File: config.mk
export PLATFORM = sky130hd
export DESIGN_NAME = montgomery_to_domain
export DESIGN_NICKNAME = d
export VERILOG_FILES = /design/src/rtl/multiplier_pkg.sv /design/src/rtl/mod_double_sub.sv /design/src/rtl/montgomery_to_domain.sv
export SDC_FILE = /design/constraint.sdc
export NUM_CORES = 1
export LEC_CHECK = 0
export ABC_AREA = 1
export CORE_UTILIZATION = 40
export CTS_BUF_LIST = sky130_fd_sc_hd__clkbuf_4
export CTS_CLUSTER_SIZE = 25
export DETAILED_ROUTE_END_ITERATION = 7
export GPL_TIMING_DRIVEN = 0
export SYNTH_ARGS = -nofsm -noshare
export SYNTH_HDL_FRONTEND = slang
export SYNTH_SLANG_ARGS = --single-unit
File: constraint.sdc
create_clock -name clk_i -period 2.5 [get_ports clk_i]
set_clock_uncertainty 0.15 [all_clocks]
set_input_delay 0.5 -clock clk_i [delete_from_list [all_inputs] [get_ports clk_i]]
set_output_delay 0.5 -clock clk_i [all_outputs]
set_load 0.1 [all_outputs]
File: src/rtl/multiplier_pkg.sv
// multiplier_pkg: shared widths and state encoding for the Montgomery blocks
package multiplier_pkg;
  localparam int DATA_LENGTH = 64;
  localparam int MTD_CNT_W = $clog2(DATA_LENGTH) + 1;
  typedef enum logic [1:0] {MTD_IDLE, MTD_RUN, MTD_DONE} mtd_state_e;
endpackage

File: src/rtl/mod_double_sub.sv
// mod_double_sub: one modular doubling step, t -> (2t >= q ? 2t - q : 2t)
module mod_double_sub #(
  parameter int W = 65
) (
  input  logic [W-1:0] t_i,
  input  logic [W-1:0] q_i,
  output logic [W-1:0] t_o
);
  logic [W-1:0] t2;
  always_comb begin
    t2  = {t_i[W-2:0], 1'b0};
    t_o = (t2 >= q_i) ? t2 - q_i : t2;
  end
endmodule

File: src/rtl/montgomery_to_domain.sv
// montgomery_to_domain: iterative x*2^q_bl mod q, one modular doubling per cycle
// Optional MONT_TO_DOMAIN_CHECK_EN adds err_o flagging illegal operands at accept.
module montgomery_to_domain #(
  parameter int DATA_LENGTH = multiplier_pkg::DATA_LENGTH,
  parameter int CNT_W = $clog2(DATA_LENGTH) + 1
) (
  input  logic                   clk_i,
  input  logic                   rst_i,
  input  logic                   start_i,
  input  logic [DATA_LENGTH-1:0] x_i,
  input  logic [DATA_LENGTH-1:0] q_i,
  input  logic [DATA_LENGTH-1:0] q_bl_i,
  output logic [DATA_LENGTH-1:0] result_o,
  output logic                   valid_o,
`ifdef MONT_TO_DOMAIN_CHECK_EN
  output logic                   busy_o,
  output logic                   err_o
`else
  output logic                   busy_o
`endif
);
  import multiplier_pkg::*;
  mtd_state_e state_q, state_d;
  logic [DATA_LENGTH:0] t_q, t_d, step;
  logic [DATA_LENGTH-1:0] q_q, q_d, result_q, result_d;
  logic [CNT_W-1:0] cnt_q, cnt_d, qbl_lo;
  mod_double_sub #(.W(DATA_LENGTH + 1)) u_step (
    .t_i(t_q),
    .q_i({1'b0, q_q}),
    .t_o(step)
  );
  assign qbl_lo = q_bl_i[CNT_W-1:0];
`ifdef MONT_TO_DOMAIN_CHECK_EN
  logic err_q, err_d, bad_in;
  assign bad_in = !q_i[0] || q_i == '0 || x_i >= q_i ||
                  q_bl_i >= DATA_LENGTH || (q_i >> q_bl_i) != '0;
  assign err_o = err_q;
`else
  logic unused_qbl;
  assign unused_qbl = ^q_bl_i[DATA_LENGTH-1:CNT_W];
`endif
  always_comb begin
    state_d  = state_q;
    t_d      = t_q;
    q_d      = q_q;
    cnt_d    = cnt_q;
    result_d = result_q;
`ifdef MONT_TO_DOMAIN_CHECK_EN
    err_d    = err_q;
`endif
    if (state_q == MTD_RUN) begin
      t_d   = step;
      cnt_d = cnt_q - CNT_W'(1);
      if (cnt_q == CNT_W'(1)) begin
        state_d  = MTD_DONE;
        result_d = step[DATA_LENGTH-1:0];
      end
    end else if (start_i) begin
      t_d     = {1'b0, x_i};
      q_d     = q_i;
      cnt_d   = qbl_lo;
      state_d = (qbl_lo == '0) ? MTD_DONE : MTD_RUN;
      result_d = (qbl_lo == '0) ? x_i : result_q;
`ifdef MONT_TO_DOMAIN_CHECK_EN
      err_d   = bad_in;
`endif
    end else begin
      state_d = MTD_IDLE;
    end
  end
  always_ff @(posedge clk_i) begin
    if (rst_i) begin
      state_q  <= MTD_IDLE;
      t_q      <= '0;
      q_q      <= '0;
      cnt_q    <= '0;
      result_q <= '0;
`ifdef MONT_TO_DOMAIN_CHECK_EN
      err_q    <= 1'b0;
`endif
    end else begin
      state_q  <= state_d;
      t_q      <= t_d;
      q_q      <= q_d;
      cnt_q    <= cnt_d;
      result_q <= result_d;
`ifdef MONT_TO_DOMAIN_CHECK_EN
      err_q    <= err_d;
`endif
    end
  end
  assign result_o = result_q;
  assign valid_o  = state_q == MTD_DONE;
  assign busy_o   = state_q == MTD_RUN;
endmodule

==> results.ini, run 1 <==
[final_layout]
area_growth_pct = 52.7
final_nets = 3396
post-route-util_pct = 61.8
finalInstanceArea_um2 = 23900
drive_gt1_share_pct = 30.4
layout_commonest_cell = nand2_1
final_cell_mix = 676 x nand2_1, 601 x inv_1, 208 x o21ai_0

[timing]
hold_viol = 0
fmax_ghz = 0.361
worstMarginPinSlew_ns = 1.29
slew_viol_final = 0
slew_headroom_pct = 13.8
rsz0062_at_grt = true
fin_crit_sh_pct = 111
fin_ws_ns = -0.273
timing.hold.ws_ns = 0.193
min_period_ns = 2.77
setup_viol = 129

[power]
leakage_nw = 12.6
p_total_mw = 17.2
ir_worst_vdd_uv = 384
p_per_area_nw_per_um2 = 718

[place]
port_buffers = 203
gp_congestion = 0.924
dp_slack_ns = -1.41
hpwl_mm = 49.5
dpl_cell_area_um2 = 18300

[synthesis]
synth_cell_types = 39
syn_area_um2 = 15600
syn_nets = 3018
yosysSeqAreaShare_pct = 25.7
avgSynthCellArea_um2 = 5.68
syn_inst = 2756
ys_seq_elements = 201
yosysWarnings = 0

[grt]
grt_max_degree = 15
track_usage_pct = 33.3
antenna_found_initial = 2
grt_remaining_overflow = 0
grt_pass1_wl_mm = 100
grt_pass1_vias = 17900

[critical_path]
worstPathRequired_ns = 3.00
path_cells = clkinv_4 > ha_4 > inv_4 > nor3_4 > buf_4 > nand4_1 > nor2_1 > nand2_2 > nand3_4 > nor2_8 > buf_12 > nand2_8 > buf_12 > buf_12 > nand2_4 > nand3_2 > nand3_2 > nand2_1 > inv_1
crit_buf_inv = 7
crit_family = simple AND/OR/NAND/NOR gates
critPathLaunchType = flip-flop
crit_type = flip-flop to flip-flop
reg2reg_depth = 19
rrSetupSlack_ns = -0.27
crit_top_cell = buf_12
cp_max_fo = 6
path_depth = 19
max_stage_delay_ns = 0.34
slowest_stage = dfxtp_2
timing.rr.end = result_o[37]$_SDFFE_PP0P_
rr_startpoint = q_q[63]$_SDFFE_PP0P_
crit_arrival_ns = 3.27
end_kind = flip-flop

[min_path]
hp-class = primary input to flip-flop
whs_path_depth = 3
hp-start = q_bl_i[2]
whs_endpoint = cnt_q[2]$_SDFFE_PP0N_

[run_status]
violations = negative setup slack
status = complete, but fails checks

[floorplanning]
die_w_um = 200
initial_core_util_pct = 40.5
io_pins = 261
die-area_um2 = 39900
core_area_um2 = 38600
row_count = 72
die_height_um = 200

[clock_tree]
cts_buffers = 56
htree_levels = 2
clock_path_buffers = 3
clockRootBuffer = clkbuf_4
clk_latency_ns = 0.77
cts_tree = done
cts.sinks = 201
cts_hold_buf = 0
clkSlewWorstSetupHoldPaths_ns = 0.07

[detailed_routing]
routedWlPerCell_um = 18.0
ant_nets = 0
drt-vias-per-instance = 4.99
totalWireLength_mm = 66.8
drc = 0
drt_iter0_drc = 1066
first_pass_iters = 6
dr_total_vias = 18500

[run]
drv_cap = 0

==> layout make-up <==
class | count | area, µm²
antenna | 3 | 7.51
sequential | 201 | 4070
buffer | 92 | 583
timing repair buffer | 323 | 3390
clock inverter | 10 | 65.1
clock buffer | 93 | 698
multi-input combinational | 1785 | 11900
fill | 3623 | 14800
inverter | 675 | 2540
tap | 518 | 648
==> timing repair <==
action                                  in CTS  in global routing
gates cloned                                13                  2
endpoints found under the setup margin     262                187
gates resized for setup                    903                182
setup buffers                               95                 19
pin swaps                                  173                148
==> routing by layer <==
layer	wire length, µm	GRT usage, %	part of all wire [%]
met5	0	0	0
met3	3690	3.90	5.5
met2	30400	54.4	46
met4	2980	15.5	4.5
met1	29700	43.6	44
==> power by group <==
group / internal (mW) / total [mW] / switching [mW]
clock: 1.77 / 3.25 / 1.48
sequential: 3.49 / 3.72 / 0.233
combinational: 4.00 / 10.2 / 6.19
total: 9.26 / 17.2 / 7.90
==> worst register-to-register path: cells and delay by family (launching register included) <==
kind	cells	cell delay, ns
adder cells (fa/ha/maj)	1	0.30
buffers and inverters	7	0.78
flip-flops	1	0.34
AND/OR/NAND/NOR	11	1.09
==> logic make-up after synthesis <==
| group | share of synthesized area (%) |
|---|---|
| DFF | 25.7 |
| AOI/OAI and AO/OA | 11.3 |
| buffers and inverters | 18.9 |
| and+or+nand+nor | 36.8 |
| xor gates and xnor gates | 1.85 |
| adders and majority gates | 5.40 |
==> per-stage QoR <==
stage / instances / TNS [ns]
2_1_floorplan: 2756 / 0
3_3_place_gp: 3477 / -183.63
3_5_place_dp: 3477 / -186.68
4_1_cts: 3687 / -16.70
5_1_grt: 3698 / -37.89
6_report: 3700 / -22.91
==> state kept, by name, indices dropped and copies added (netlist names) <==
| register | cells |
|---|---|
| t_q | 64 |
| state_q | 2 |
| q_q | 64 |
| cnt_q | 7 |
| result_o | 64 |
==> worst max path at each step <==
stage / from / end / slack, ns
final: q_q[63]$_SDFFE_PP0P_ / result_o[37]$_SDFFE_PP0P_ / -0.27
after global routing: q_q[63]$_SDFFE_PP0P_ / result_o[37]$_SDFFE_PP0P_ / -0.38
after CTS: q_q[24]$_SDFFE_PP0P_ / result_o[39]$_SDFFE_PP0P_ / -0.23
after detailed placement: state_q[1]$_SDFFE_PP0P_ / busy_o / -1.41
after global placement: state_q[1]$_SDFFE_PP0P_ / busy_o / -1.44
after floorplan: q_q[48]$_SDFFE_PP0P_ / t_q[51]$_SDFFE_PP0N_ / 0.17
==> cells in the mapped netlist <==
cell type  instances  share of area, %
ha_1              66               5.3
o21ai_0          211               6.7
o221ai_1           1             0.056
nand3b_1          64               3.1
nor3_1            12              0.38
o211ai_1           2             0.096
a21oi_1          115               3.7
and2_0             1             0.040
or2_2              2             0.080
nor2_1           112               2.7
inv_1            658                16
o21a_1             1             0.048
buf_2             18              0.58
xor2_1             3              0.17
and2_1             4              0.16
nand4_1           17              0.68
a221oi_1           1             0.056
xnor2_1           30               1.7
nand2_1          855                21
nor2_2            10              0.40
buf_6              6              0.43
a31oi_1            4              0.16
a21oi_2            1             0.056
and3_1             1             0.040
nor3_2             2              0.13
buf_1              7              0.17
nand3_1          250               8.0
o21ai_1            2             0.064
fa_1               1              0.13
nand2_8            1              0.13
nor4_1             3              0.12
o21bai_1           8              0.38
nand2_4            1             0.072
nor2_8             1              0.13
clkbuf_1          64               1.5
inv_2             17              0.41
nand2_2            1             0.040
dfxtp_1          201                26
nand3_2            2              0.13
(Power assumes the default switching activity.)
==> run 2, diff against run 1 <==
Settings changed: CORE_UTILIZATION 40 to 56, PLACE_DENSITY from default to 0.83.
==> results.ini, run 2 <==
[run_status]
status = stopped before the end
stop_stage = global routing (5_1_grt)
error_line = [ERROR GRT-0232] Routing congestion too high. Check the congestion heatmap in the GUI.

[floorplanning]
die_w_um = 169
initial_core_util_pct = 57.6
row_count = 60
die_height_um = 169
io_pins = 261

[clock_tree]
cts.sinks = 201
htree_levels = 2
cts_buffers = 52
clockRootBuffer = clkbuf_4
clock_path_buffers = 3
cts_hold_buf = 0

[synthesis]
synth_cell_types = 39
yosysSeqAreaShare_pct = 25.7
syn_area_um2 = 15600
yosys-top-cells-area = dfxtp_1 26%, nand2_1 21%, inv_1 16%
synth_common_cells = 855 x nand2_1, 658 x inv_1, 250 x nand3_1
ys.flop_type = dfxtp_1
ys_async_sr_fraction_pct = 0
yosysWarnings = 0
avgSynthCellArea_um2 = 5.68
syn_nets = 3018
synth_most_common_cell = nand2_1
syn_inst = 2756
synth_top_area_share_pct = 25.7
yosysTopAreaCell = dfxtp_1
synth_edf_count = 0
ys_seq_elements = 201

[grt]
grt_max_degree = 14
grt_remaining_overflow = 9
track_usage_pct = 73.1

[timing]
worstEpCategory = sequential cell input
postGrtWorstEndpoint = t_q[58]$_SDFFE_PP0N_/D

[place]
hpwl_mm = 47.2
dp_slack_ns = -1.23
port_buffers = 203
gp_congestion = 1.02

## run 2: cell counts after synthesis
No cell type changed its count.
## run 2: cells by family after synthesis
family / after synthesis / synth area share [%]
AOI/OAI and AO/OA: 346 / 11.3
xor gates and xnor gates: 33 / 1.85
adders and majority gates: 67 / 5.40
buffers and inverters: 770 / 18.9
DFF: 201 / 25.7
and+or+nand+nor: 1339 / 36.8
## run 2: timing repair
action / 4_1_cts
endpoints found under the setup margin: 261
setup buffers: 65
hold endpoints to repair: 0
pin swaps: 91
resized for setup: 548
cloned: 6
## run 2: layer usage
metal	GRT usage (%)	overflow
met1	73.3	1
met5	19.5	0
met2	92.7	3
met3	56.5	0
met4	69.9	5
## run 2: stage by stage
step / instance area [µm²] / cells / TNS (ns)
2_1_floorplan: 15600 / 2756 / 0
3_3_place_gp: 18100 / 3331 / -130.18
3_5_place_dp: 18100 / 3331 / -148.38
4_1_cts: 21500 / 3488 / -27.09
==> run 3, diff against run 2 <==
Settings changed: CORE_UTILIZATION 56 to 40, CTS_BUF_LIST sky130_fd_sc_hd__clkbuf_4 to default, CTS_CLUSTER_SIZE 25 to default, PLACE_DENSITY 0.83 to default, PLACE_DENSITY_LB_ADDON from default to 0.15.
==> results.ini, run 3 (synthesis gave the netlist of run 1 again) <==
[power]
p_per_area_nw_per_um2 = 734
p_total_mw = 16.9
ir_worst_vdd_uv = 537
leakage_nw = 12.5

[floorplanning]
die_w_um = 200
die-area_um2 = 39900
row_count = 72
die_height_um = 200
io_pins = 261
core_area_um2 = 38600
initial_core_util_pct = 40.5

[detailed_routing]
drt_iter0_drc = 1184
routedWlPerCell_um = 17.7
ant_nets = 0
totalWireLength_mm = 64.2
drt-vias-per-instance = 4.92
dr_total_vias = 17800
drc = 0
first_pass_iters = 5

[grt]
grt_max_degree = 13
grt_pass1_wl_mm = 96.7
grt_remaining_overflow = 0
grt_pass1_vias = 17100
antenna_found_initial = 1
track_usage_pct = 31.9

[final_layout]
drive_gt1_share_pct = 22.0
final_cells = 3626
layout_commonest_cell = nand2_1
finalInstanceArea_um2 = 23100
final_cell_mix = 736 x nand2_1, 622 x inv_1, 210 x o21ai_0
fillers = 3823
area_growth_pct = 47.5
final_nets = 3353

[critical_path]
worstPathRequired_ns = 2.79
rr_startpoint = q_q[63]$_SDFFE_PP0P_
cp_max_fo = 6
max_stage_delay_ns = 0.34
slowest_stage = dfxtp_2
path_cells = inv_4 > ha_4 > inv_2 > nor3_4 > inv_2 > nor2_4 > nand2_4 > nor3_4 > nand2_8 > nand2_8 > buf_12 > buf_12 > nand2_2 > nand3_2 > nand3_2 > nand2_1 > inv_1
timing.rr.end = t_q[45]$_SDFFE_PP0N_
crit_type = flip-flop to flip-flop
critPathLaunchType = flip-flop
crit_arrival_ns = 3.07
rrSetupSlack_ns = -0.28
reg2reg_depth = 17
end_kind = flip-flop

[run_status]
violations = negative setup slack
status = complete, but fails checks

[clock_tree]
htree_levels = 1
clkSlewWorstSetupHoldPaths_ns = 0.06
clock_path_buffers = 3
cts_buffers = 24
cts_tree = done
cts.sinks = 201
clk_latency_ns = 0.57
clockRootBuffer = clkbuf_16
cts_hold_buf = 0

[timing]
fin_ws_ns = -0.285
min_period_ns = 2.78
hold_viol = 0
setup_viol = 128
fin_crit_sh_pct = 111
rsz0062_at_grt = true
fmax_ghz = 0.359
slew_viol_final = 0
slew_headroom_pct = 17.2
worstMarginPinSlew_ns = 1.24
tns_ns = -23.73

[min_path]
whs_path_depth = 2
hp-start = q_q[61]$_SDFFE_PP0P_
hp-class = flip-flop to flip-flop
whs_endpoint = q_q[61]$_SDFFE_PP0P_

[place]
hpwl_mm = 49.0
dpl_cell_area_um2 = 18300
dpl.cell_count = 3477
gp_congestion = 0.942
port_buffers = 203

[run]
drv_cap = 0

## run 3: worst max-delay path, delay by kind of cell, from the launching register on
family / cells / cell delay (ns)
adders and majority gates: 1 / 0.28
buffers and inverters: 6 / 0.53
DFF: 1 / 0.34
and+or+nand+nor: 10 / 1.35
## run 3: area by class of cell
| type | count | area (µm²) | share of cell area (%) |
|---|---|---|---|
| multi-input combinational | 1786 | 11300 | 48.9 |
| sequential | 201 | 4070 | 17.6 |
| timing repair buffer | 310 | 3120 | 13.5 |
| inverter | 675 | 2540 | 11.0 |
| clock buffer | 34 | 688 | 2.98 |
| tap | 518 | 648 | 2.81 |
| buffer | 93 | 599 | 2.60 |
| clock inverter | 8 | 126 | 0.547 |
| antenna | 1 | 2.50 | 0.0108 |
## run 3: layer usage
layer | wire, µm | vias to the layer above | GRT usage (%)
met5 | 0 | - | 0
met4 | 2420 | 0 | 11.1
met3 | 3090 | 89 | 2.77
met2 | 28700 | 477 | 52.8
met1 | 30000 | 8223 | 43.5
li1 | - | 9045 | -
## run 3: worst max-delay path by stage
stage | start | end | slack (ns) | cells after the start
CTS | q_q[25]$_SDFFE_PP0P_ | result_o[42]$_SDFFE_PP0P_ | -0.20 | 20
global route | q_q[63]$_SDFFE_PP0P_ | t_q[33]$_SDFFE_PP0N_ | -0.39 | 17
finish | q_q[63]$_SDFFE_PP0P_ | t_q[45]$_SDFFE_PP0N_ | -0.28 | 17
floorplan | q_q[48]$_SDFFE_PP0P_ | t_q[51]$_SDFFE_PP0N_ | 0.17 | 17
global placement | state_q[1]$_SDFFE_PP0P_ | busy_o | -1.45 | 5
detailed placement | state_q[1]$_SDFFE_PP0P_ | busy_o | -1.41 | 5
## run 3: per-stage QoR
stage	setup WS (ns)	util, %	hold slack [ns]
floorplan	0.173	-	0.283
global placement	-1.45	47.4	0.296
detailed placement	-1.41	47.4	0.305
CTS	-0.200	58.7	0.325
global route	-0.391	59.7	0.334
finish	-0.285	59.7	0.322
## run 3: what timing repair did
action                                 CTS  global route
pin swaps                              150            41
gates cloned                            11             2
setup endpoints to repair              261           159
resized for setup                      681            75
setup buffers                           84            13
endpoints found under the hold margin    0             0
## run 3: power breakdown
group	switching [mW]	total, mW	internal [mW]	leakage [nW]
Combinational	5.77	9.57	3.80	10.5
Sequential	0.232	3.72	3.49	1.67
Clock	1.44	3.66	2.22	0.403
Total	7.44	16.9	9.51	12.5
